File: config.mk
export PLATFORM = sky130hd
export DESIGN_NAME = pipe_skid_reg_flat
export DESIGN_NICKNAME = d
export VERILOG_FILES = /design/src/rtl/pipe_skid_reg_pkg.sv /design/src/rtl/pipe_skid_reg_if.sv /design/src/rtl/pipe_skid_reg_flopenr_n.sv /design/src/rtl/pipe_skid_reg.sv /design/src/flat_wrapper.sv
export SDC_FILE = /design/constraint.sdc
export NUM_CORES = 1
export LEC_CHECK = 0
export BUFFER_PORTS_ARGS = -buffer_cell sky130_fd_sc_hd__buf_2
export CAP_MARGIN = 20
export CORE_MARGIN = 4
export CORE_UTILIZATION = 45
export CTS_BUF_LIST = sky130_fd_sc_hd__clkbuf_16
export CTS_CLUSTER_DIAMETER = 30
export DETAILED_ROUTE_END_ITERATION = 6
export PLACE_DENSITY = 0.73
export SKIP_CTS_REPAIR_TIMING = 1
export SLEW_MARGIN = 20
export SYNTH_ARGS = -nofsm -noshare
export SYNTH_HDL_FRONTEND = slang
export SYNTH_SLANG_ARGS = --single-unit
File: constraint.sdc
create_clock -name clk -period 2 [get_ports clk]
set_clock_uncertainty 0.15 [all_clocks]
set_input_delay 0.1 -clock clk [delete_from_list [all_inputs] [get_ports clk]]
set_output_delay 0.1 -clock clk [all_outputs]
set_load 0.01 [all_outputs]
File: src/rtl/pipe_skid_reg_pkg.sv
// pipe_skid_reg_pkg: state encoding shared by the skid register and its bench
package pipe_skid_reg_pkg;
  typedef enum logic [1:0] {
    ST_EMPTY = 2'd0,
    ST_ONE   = 2'd1,
    ST_FULL  = 2'd2
  } state_t;
endpackage

File: src/rtl/pipe_skid_reg_if.sv
// pipe_skid_reg_if: valid/ready/data handshake bundle
interface pipe_skid_reg_if #(parameter int WIDTH = 8);
  logic             valid;
  logic             ready;
  logic [WIDTH-1:0] data;
  modport master (output valid, output data, input ready);
  modport slave  (input valid, input data, output ready);
endinterface

File: src/rtl/pipe_skid_reg_flopenr_n.sv
// flopenr_n: enabled register with asynchronous active-low clear
module flopenr_n #(parameter int WIDTH = 8) (
  input  logic             clk,
  input  logic             rst_n,
  input  logic             en_i,
  input  logic [WIDTH-1:0] d_i,
  output logic [WIDTH-1:0] q_o
);
  always_ff @(posedge clk or negedge rst_n)
    if (!rst_n) q_o <= '0;
    else if (en_i) q_o <= d_i;
endmodule

File: src/rtl/pipe_skid_reg.sv
// pipe_skid_reg: two-entry elastic pipeline register, ready derived from state only
module pipe_skid_reg
  import pipe_skid_reg_pkg::*;
#(parameter int WIDTH = 8) (
  input  logic                  clk,
  input  logic                  reset,
  input  logic                  flush,
  pipe_skid_reg_if.slave        s,
  pipe_skid_reg_if.master       m,
  output logic [1:0]            count
);
  state_t           state_q, state_d;
  logic             main_en, skid_en, sel_skid;
  logic [WIDTH-1:0] main_q, skid_q;
  logic             s_fire, m_fire;
  assign s.ready = state_q != ST_FULL;
  assign m.valid = state_q != ST_EMPTY;
  assign m.data  = main_q;
  assign count   = state_q == ST_FULL ? 2'd2 : state_q == ST_ONE ? 2'd1 : 2'd0;
  assign s_fire  = s.valid & s.ready;
  assign m_fire  = m.valid & m.ready;
  always_comb begin
    state_d  = state_q;
    main_en  = 1'b0;
    skid_en  = 1'b0;
    sel_skid = 1'b0;
    case (state_q)
      ST_EMPTY: if (s_fire) begin
        main_en = 1'b1;
        state_d = ST_ONE;
      end
      ST_ONE: begin
        main_en = s_fire & m_fire;
        skid_en = s_fire & ~m_fire;
        state_d = s_fire & ~m_fire ? ST_FULL : ~s_fire & m_fire ? ST_EMPTY : ST_ONE;
      end
      ST_FULL: if (m_fire) begin
        main_en  = 1'b1;
        sel_skid = 1'b1;
        state_d  = ST_ONE;
      end
      default: state_d = ST_EMPTY;
    endcase
    // flush drops any incoming word; stale payload is masked by m_valid=0
    if (flush) begin
      state_d = ST_EMPTY;
      main_en = 1'b0;
      skid_en = 1'b0;
    end
  end
  always_ff @(posedge clk or negedge reset)
    if (!reset) state_q <= ST_EMPTY;
    else state_q <= state_d;
  flopenr_n #(.WIDTH(WIDTH)) u_main (
    .clk  (clk),
    .rst_n(reset),
    .en_i (main_en),
    .d_i  (sel_skid ? skid_q : s.data),
    .q_o  (main_q)
  );
  flopenr_n #(.WIDTH(WIDTH)) u_skid (
    .clk  (clk),
    .rst_n(reset),
    .en_i (skid_en),
    .d_i  (s.data),
    .q_o  (skid_q)
  );
endmodule

File: src/flat_wrapper.sv
// flat-port wrapper written by rule: the top's interface ports become plain ports
module pipe_skid_reg_flat import pipe_skid_reg_pkg::*;
#(parameter int WIDTH = 8)
  (clk, reset, flush, count, s_valid, s_data, s_ready, m_valid, m_data, m_ready);
  pipe_skid_reg_if #(.WIDTH(WIDTH)) s_i ();
  pipe_skid_reg_if #(.WIDTH(WIDTH)) m_i ();
  input  logic clk;
  input  logic reset;
  input  logic flush;
  output logic [1:0] count;
  input wire logic [$bits(s_i.valid)-1:0] s_valid;
  input wire logic [$bits(s_i.data)-1:0] s_data;
  output wire logic [$bits(s_i.ready)-1:0] s_ready;
  output wire logic [$bits(m_i.valid)-1:0] m_valid;
  output wire logic [$bits(m_i.data)-1:0] m_data;
  input wire logic [$bits(m_i.ready)-1:0] m_ready;
  assign s_i.valid = s_valid;
  assign s_i.data = s_data;
  assign s_ready = s_i.ready;
  assign m_valid = m_i.valid;
  assign m_data = m_i.data;
  assign m_i.ready = m_ready;
  pipe_skid_reg #(.WIDTH(WIDTH)) u_core (.clk(clk), .reset(reset), .flush(flush), .s(s_i), .m(m_i), .count(count));
endmodule
Yosys cells after proc, flatten, opt, wreduce, memory -nomap -nowiden. Index checks and enable logic that the tools add are counted.

Equal/unequal tests: 5. Mux-type cells: 16. Bitwise operators: 7. Reduce and logical (&&, ||, !) cells: 3.

Operators with widths (count): $mux 2 (5); $mux 1 (8); $mux 8 (1); $ne 3x2->1 const B (2); $pmux 2 s3 (1); $and 1x1->1 (5); $pmux 1 s3 (1); $eq 2x1->1 const B (1); $eq 2x2->1 const B (1); $logic_not 2->1 (1); $ne 2x2->1 const B (1); $not 1->1 (2); $reduce_and 2->1 (1); $reduce_bool 2->1 (1).

Bits in registers: 18. Input port bits: 13. Word-level logic and storage cells: 34.

Depth between registers and ports, before layout. Gate-level depths: netlist (run 1).

Depth after elaboration: 8. Gate-level depth with buffers: 8.

Modules after synthesis. From an unflattened synthesis (run 1), not the netlist that was laid out.

Cell total of the unflattened synthesis: 64. Area, all modules: 960.9 µm².

By module, submodules not included: flopenr_n (instances 2, cells each 17, area each 331.6 µm²); pipe_skid_reg (instances 1, cells each 30, area each 297.8 µm²).

Least setup slack after synthesis (run 1). Ideal clock, no wire load.

Path type: register -> register. Start point: register u_core.state_q[0]. End point: register u_core.u_main.q_o[0]. Setup time: 0.125 ns. Arrival: 1.746 ns. Setup slack: -0.020 ns. Cell stages (with the launch flop): 9. Cell sequence: dfrtp_1 > buf_6 > or2_2 > nand2_1 > inv_1 > ha_1 > mux2i_1 > o22ai_4 > mux2_2.

Cells in the longest elaborated chain, start to end: 5.

Ends and longest elaborated chain: start: declaration (line pipe_skid_reg.sv:12) `state_t state_q, state_d;`; start signal: assignment (line pipe_skid_reg.sv:53) `else state_q <= state_d;`; $reduce_bool 2->1 * (line pipe_skid_reg.sv:17) `assign m.valid = state_q != ST_EMPTY;`; via m_valid (line flat_wrapper.sv:14) `output wire logic [$bits(m_i.valid)-1:0] m_valid;`; $and 1x1->1 * (line pipe_skid_reg.sv:21) `assign m_fire = m.valid & m.ready;`; $mux 1 / $and 1x1->1 (equally long branches) (line pipe_skid_reg.sv:37, pipe_skid_reg.sv:33); $pmux 1 s3 / $mux 1 (equally long branches) (line pipe_skid_reg.sv:27) `case (state_q)`; $mux 1 / $mux 8 (equally long branches) (line pipe_skid_reg.sv:45, pipe_skid_reg.sv:58); end signal: assignment (line pipe_skid_reg_flopenr_n.sv:11) `else if (en_i) q_o <= d_i;`; end: declaration (line pipe_skid_reg_flopenr_n.sv:7) `output logic [WIDTH-1:0] q_o`.

Mark *: on every way through the listed nets, which the timed path passes. The rest lies on a longest branch. A chain may end at the register's enable or synchronous reset.

Worst setup path after layout (run 1).
Start point: register u_core.state_q[1]. End point: register u_core.u_skid.q_o[5].

Cells in the longest elaborated chain, start to end: 6.

Ends and longest elaborated chain: $reduce_bool 2->1 (line pipe_skid_reg.sv:17); $and 1x1->1 (line pipe_skid_reg.sv:21); $not 1->1 (line pipe_skid_reg.sv:34) `skid_en = s_fire & ~m_fire;`; $and 1x1->1 (line pipe_skid_reg.sv:34); $mux 1 * (line pipe_skid_reg.sv:27); $mux 1 * (line pipe_skid_reg.sv:45) `if (flush) begin`; end signal: assignment (line pipe_skid_reg_flopenr_n.sv:11); end: declaration (line pipe_skid_reg_flopenr_n.sv:7).

Mark *: on every way between the ends. The rest lies on a longest branch, timed or not.

==> results of run 1 <==
logic make-up (layout without fill, tap and decap cells):
| family | Yosys count | after routing | synth area share [%] |
|---|---|---|---|
| multiplexers | 26 | 26 | 32.3 |
| flip-flops | 18 | 18 | 49.5 |
| AND/OR/NAND/NOR | 11 | 11 | 8.38 |
| buffers and inverters | 4 | 45 | 3.30 |
| AO/OA/AOI/OAI | 3 | 3 | 3.85 |
| adder cells (fa/ha/maj) | 2 | 2 | 2.75 |
power breakdown:
group          switching, mW  internal (mW)
Clock                  0.125          0.265
Sequential            0.0557          0.470
Combinational          0.120          0.190
Total                  0.301          0.926
sequential cells by signal, indices dropped and copies added, names as in the netlist:
name,cells
u_core.u_main.q_o,8
u_core.state_q,2
u_core.u_skid.q_o,8
worst paths after layout:
check,slack (ns),depth (start not counted),endpoint,start
setup / recovery,0.07,7,u_core.u_skid.q_o[5],u_core.state_q[1]
hold / removal,0.05,3,u_core.state_q[1],m_ready
setup reg to reg,0.07,7,u_core.u_skid.q_o[5],u_core.state_q[1]
hold reg to reg,0.35,1,u_core.u_skid.q_o[0],u_core.u_skid.q_o[0]
max in group asynchronous,1.24,2,u_core.state_q[0],reset
min in group asynchronous,0.17,2,u_core.u_skid.q_o[1],reset
layout by cell type (no fill, tap or decap), drive strengths merged:
| master | synthesis | routed |
|---|---|---|
| o21a | 2 | 2 |
| nor2 | 3 | 3 |
| inv | 2 | 2 |
| nand2b | 1 | 1 |
| buf | 2 | 29 |
| nand3b | 2 | 2 |
| dlygate4sd3 | 0 | 10 |
| o22ai | 1 | 1 |
| nand2 | 1 | 1 |
| clkbuf | 0 | 3 |
| dfrtp | 18 | 18 |
| clkinv | 0 | 1 |
| mux2 | 24 | 24 |
| and2 | 1 | 1 |
| ha | 2 | 2 |
| or2 | 2 | 2 |
| mux2i | 2 | 2 |
| nor2b | 1 | 1 |
area by class of cell:
type | instances | area [sq um] | share of cell area [%]
clock buffer | 3 | 75.1 | 5.75
clock inverter | 1 | 3.75 | 0.287
inverter | 2 | 7.51 | 0.575
multi-input combinational | 42 | 465 | 35.6
sequential | 18 | 450 | 34.5
tap | 27 | 33.8 | 2.59
timing repair buffer | 39 | 270 | 20.7
per-stage QoR:
step | TNS [ns] | worst slack (ns) | total power [mW] | hold slack (ns)
after floorplan | 0 | 0.00560 | 0.695 | -0.346
after global placement | 0 | 0.0540 | 0.787 | -0.103
after detailed placement | 0 | 0.0329 | 0.804 | -0.0966
after CTS | 0 | 0.0238 | 1.20 | -0.359
after global routing | -0.111 | -0.0273 | 1.30 | 0.0617
final | 0 | 0.0703 | 1.23 | 0.0493
routing by layer:
layer,vias up,track usage (%),share of wire (%)
li1,306,-,-
met1,307,15.8,45
met2,16,22.7,50
met3,2,3.38,4.9
met4,0,6.38,0.68
met5,-,0,0
worst max-delay path, cell delays in order, from the launching register on:
cell and delay [ns]:
dfrtp_1 0.41, or2_4 0.25, nand2_2 0.08, ha_2 0.16
nand3b_1 0.14, nor2_4 0.16, buf_12 0.13, mux2_2 0.33
==> results.md, run 1 <==
- Result of the run: completed
- Crit path required time: 1.98 ns
- Starting Density: 46.9%
- Syn_nets: 79
- Share of cells above drive strength 1: 61.9%
- Hold Violations, Final: 0
- HPWL Detailed: 1240 um
- Antenna-violating nets left: 0
- Hold Path Class: input pin to flip-flop
- Die width: 53.0 um
- Slew Viols, Final: 0
- GRT overflow: 0
- Area growth syn-to-layout: 43.4%
- Initial antenna violation count: 0
- Yosys cell types: 18
- Vias: 631
- Yosys synthesis warning count: 0
- Crit Path Class: flip-flop to flip-flop
- Number of global-route vias before repair: 628
- Num CTS Buffers: 3
- CP max FO: 8
- Yosys top cell area share: 49.5%
- TritonCTS clock tree: built
- Synth top cells by count: 23 x mux2_2, 18 x dfrtp_1
- Finished Core Util: 67.3%
- Cell Count, Final, Fillers Out: 132
- Clock sink count: 18
- CTS Buffer Depth: 2
- Syn Std Cell Area: 911 sq um
- Number of port buffers: 24
- Worst vdd ir: 0.761 mV
- WL/cell: 13.4 um
- Max Clock Freq: 518 MHz
- H-Tree Level Count: 1
- Top-count cell post-synth: mux2_2
- Clock slew at reported path FFs: 0.05 ns
- Normalized max-slew margin: 73.0%
- Ys async rst share: 100%
- Die area: 0.00281 sq mm
- All-layer global routing usage: 13.5%
- Final Wtd Congestion: 0.671
- Largest net degree at the start of global routing: 19
- Slew @ Worst Pin: 0.404 ns
- Placed Area: 0.00108 sq mm
- Fin area: 0.00131 sq mm
- Top FF cell, synth: dfrtp_1
- Vias per inst: 4.78
- Max Cap Viol: 0
- Seq/Total Area, Yosys: 49.5%
- Largest cells by area after synthesis: dfrtp_1 49%, mux2_2 28%, ha_1 2.7%
- DR iter-0 viols: 0
- # nets final: 121
- Latest clock arrival within the worst-skew pair: 0.24 ns
- Total Wirelength: 1770 um
- Io pins: 25
- Data arrival, critical path: 1.91 ns
- Average cell area after synthesis: 14.2 sq um
- Cell Pwr Density: 939 mW/mm^2
- # rows: 16
- DP Cell Count: 117
- First-pass GRT wire length: 2740 um
- P_leak: 0.628 nW
- Post-synth EDFFs: 0
- Root buffer cell: clkbuf_16
- Yosys reg bits: 18
- Post-Synthesis Cells: 64
- Core Footprint: 0.00194 sq mm
- RSZ-0062 raised after global routing: true
- Critical Path Source Type: flip-flop
- Filler instances: 157
- Die H: 53.0 um
- Final setup vio count: 0
- Remaining DRCs: 0
- CP Capture Type: flip-flop
- Antenna Cells: 0
- Min Tclk post-route: 1.93 ns
- Period utilisation layout: 96.5%
- Pre-Repair DR Iteration Count: 1
- Area leader, netlist: dfrtp_1
Note: power is estimated with default switching activity, not from simulation.
==> inputs of run 2 (changes only) <==
--- a/config.mk
+++ b/config.mk
@@ -8,13 +8,14 @@
 export BUFFER_PORTS_ARGS = -buffer_cell sky130_fd_sc_hd__buf_2
 export CAP_MARGIN = 20
 export CORE_MARGIN = 4
-export CORE_UTILIZATION = 45
+export CORE_UTILIZATION = 46
 export CTS_BUF_LIST = sky130_fd_sc_hd__clkbuf_16
 export CTS_CLUSTER_DIAMETER = 30
 export DETAILED_ROUTE_END_ITERATION = 6
-export PLACE_DENSITY = 0.73
+export PLACE_DENSITY = 0.74
 export SKIP_CTS_REPAIR_TIMING = 1
 export SLEW_MARGIN = 20
 export SYNTH_ARGS = -nofsm -noshare
 export SYNTH_HDL_FRONTEND = slang
+export SYNTH_HIERARCHICAL = 1
 export SYNTH_SLANG_ARGS = --single-unit
==> run 2 against run 1 <==
  * Die area grew 2.7%
  * Fmax up 0.39%
  * Non-clock buffer count increased by 3
  * First-iteration DRC count up 2
  * Register-to-register slack is essentially flat
  * Combinational power grew 25%
  * Total power up 7.7%
  * Wire length increased by 7.4%
  * Via count is 2.9% higher
  * Critical endpoint is now u_core/u_skid/q_o[0]
  * Largest cell class unchanged
==> results.md, run 2 <==
- Result of the run: completed
- Root buffer cell: clkbuf_16
- Worst setup margin: 0.0778 ns (+0.00748 ns)
- CP Buf/Inv Count: 2 (+1)
- Most common library cell in the layout ignoring fill and taps: buf_2
- Hold depth: 3 (unchanged)
- # rows: 16 (unchanged)
- DR iter-0 viols: 2 (+2)
- Die H: 53.7 um (+1.3%)
- Slew @ Worst Pin: 0.403 ns (-0.00113 ns)
- Number of global-route vias before repair: 622 (-0.96%)
- CP max FO: 5 (-3)
- Finished Core Util: 68.8% (+1.5 points)
- P_leak: 0.670 nW (+6.7%)
- Most frequent cells in the layout: 24 x buf_2, 18 x dfrtp_1, 16 x mux2_4
- Synth top cells by count: 18 x dfrtp_1, 16 x mux2_4, 8 x mux2_2
- Crit Path Class: flip-flop to flip-flop
- Fin area: 0.00136 sq mm (+4.3%)
- RSZ-0062 raised after global routing: true
- Crit-path cells: and2b_2, inv_2, and2_4, ha_2, nor3b_4, buf_6, mux2_4
- Syn Std Cell Area: 961 sq um (+5.5%)
- CTS Buffer Depth: 2 (unchanged)
- Number of cells on the worst reg-to-reg path: 7 (unchanged)
- Place WS: 0.0295 ns (-0.00341 ns)
- GRT overflow: 0 (unchanged)
- Total negative slack: 0 ns (unchanged)
- Starting Density: 48.5% (+1.6 points)
- H-Tree Level Count: 1 (unchanged)
- Yosys synthesis warning count: 6 (+6)
- Crit path max-delay family: simple AND/OR/NAND/NOR gates
- Total Wirelength: 1900 um (+7.4%)
- Final hold slack: 0.0691 ns (+0.0197 ns)
- Yosys reg bits: 18 (unchanged)
- Ys async rst share: 100% (unchanged)
- Max Cap Viol: 0 (unchanged)
- Latest clock arrival within the worst-skew pair: 0.24 ns (about the same)
- CP Depth: 7 (unchanged)
- Area growth syn-to-layout: 41.8%
- Die area: 0.00288 sq mm (+2.7%)
- Post-synth EDFFs: 0 (unchanged)
- Critical Path Source Type: flip-flop
- Die width: 53.7 um (+1.3%)
- Crit path required time: 1.98 ns (about the same)
- Slew Viols, Final: 0 (unchanged)
- Period utilisation layout: 96.1% (-0.37 points)
- Antenna Cells: 0 (unchanged)
- Cell Pwr Density: 969 mW/mm^2 (+3.2%)
- CP Capture Type: flip-flop
- Core Footprint: 0.00198 sq mm (+2.1%)
- First-pass GRT wire length: 2790 um (+2.0%)
- Hold Path Class: input pin to flip-flop
- Final setup vio count: 0 (unchanged)
- Final Wtd Congestion: 0.767 (+14%)
- All-layer global routing usage: 13.8% (+0.33 points)
- Antenna-violating nets left: 0 (unchanged)
- Area leader, netlist: dfrtp_1
- Hold Violations, Final: 0 (unchanged)
- Number of port buffers: 24 (unchanged)
- WL/cell: 14.0 um (+5.0%)
- Top-count cell post-synth: dfrtp_1
- # nets final: 124 (+2.5%)
- Syn_nets: 79 (unchanged)
- Post-Synthesis Cells: 64 (unchanged)
- Largest net degree at the start of global routing: 19 (unchanged)
- Data arrival, critical path: 1.90 ns (about the same)
- Max stage delay on crit path: 0.40 ns (about the same)
- Seq/Total Area, Yosys: 46.9% (-2.6 points)
- Initial antenna violation count: 0 (unchanged)
- Num CTS Buffers: 3 (unchanged)
- Io pins: 25 (unchanged)
- Yosys top cell area share: 46.9% (-2.6 points)
- Remaining DRCs: 0 (unchanged)
- Critical path's slowest cell: dfrtp_1
- Normalized max-slew margin: 73.1% (+0.075 points)
- Vias: 649 (+2.9%)
- TritonCTS clock tree: built
- Max Clock Freq: 520 MHz (+0.39%)
- Share of cells above drive strength 1: 62.0% (+0.13 points)
- Pre-Repair DR Iteration Count: 3 (+2)
- Min Tclk post-route: 1.92 ns (-0.00748 ns)
- Filler instances: 144 (-8.3%)
- Clock slew at reported path FFs: 0.05 ns (about the same)
- Top FF cell, synth: dfrtp_1
- Placed Area: 0.00115 sq mm (+6.5%)
- HPWL Detailed: 1310 um (+5.9%)
- Worst vdd ir: 0.679 mV (-11%)
- Clock sink count: 18 (unchanged)
- Top Registers: u_core/u_main/q_o (8), u_core/u_skid/q_o (8), u_core/state_q (2)
- Yosys cell types: 18 (unchanged)
- Vias per inst: 4.81 (+0.57%)
- Average cell area after synthesis: 15.0 sq um (+5.5%)
- Largest cells by area after synthesis: dfrtp_1 47%, mux2_4 25%, mux2_2 9.4%
run 2: cell count changes after synthesis, sizes merged, moves of 2 or more:
cell / before / now
nor2: 3 / 0
nand2b: 1 / 3
o21a: 2 / 0
o32ai: 0 / 2
run 2: layer usage:
| metal | track usage (%) | vias to the layer above | wire length, um |
|---|---|---|---|
| met3 | 4.99 | 2 | 114 |
| li1 | - | 317 | - |
| met1 | 18.7 | 311 | 860 |
| met4 | 3.83 | 0 | 7 |
| met2 | 20.6 | 19 | 912 |
| met5 | 0 | - | 0 |
run 2: report_power, final:
part / total (mW) / internal, mW / leakage (nW) / switching, mW
Combinational: 0.388 / 0.251 / 0.414 / 0.136
Sequential: 0.543 / 0.480 / 0.217 / 0.0629
Clock: 0.390 / 0.265 / 0.0385 / 0.125
run 2: cells by family after synthesis:
kind of cell,synth area share [%]
mux,35.4
flops,46.9
simple gates,9.64
buf+inv,3.13
compound gates,2.34
fa+ha+maj,2.60
run 2: final cells by class:
type / count / area, sq um / share of cell area (%)
timing repair buffer: 42 / 284 / 20.8
inverter: 2 / 7.51 / 0.551
clock buffer: 3 / 75.1 / 5.51
tap: 27 / 33.8 / 2.48
sequential: 18 / 450 / 33.1
multi-input combinational: 42 / 508 / 37.3
clock inverter: 1 / 3.75 / 0.275
run 2: worst paths after layout:
| check | start | slack [ns] | endpoint |
|---|---|---|---|
| hold / removal | m_ready | 0.07 | u_core/state_q[1] |
| setup / recovery | u_core/state_q[1] | 0.08 | u_core/u_skid/q_o[0] |
| min in group asynchronous | reset | 0.17 | u_core/u_main/q_o[7] |
| max in group asynchronous | reset | 1.24 | u_core/u_main/q_o[4] |
| setup reg to reg | u_core/state_q[1] | 0.08 | u_core/u_skid/q_o[0] |
| hold reg to reg | u_core/u_main/q_o[4] | 0.35 | u_core/u_main/q_o[4] |
run 2: per-stage QoR:
stage	std cells	power, mW
CTS	123	1.31
global placement	119	0.894
global route	135	1.39
finish	135	1.32
floorplan	64	0.784
detailed placement	119	0.907
run 2: tightest hold or removal path, cell delays in order:
cell     delay [ns]
buf_2          0.14
or3b_1         0.12
a21oi_1        0.06
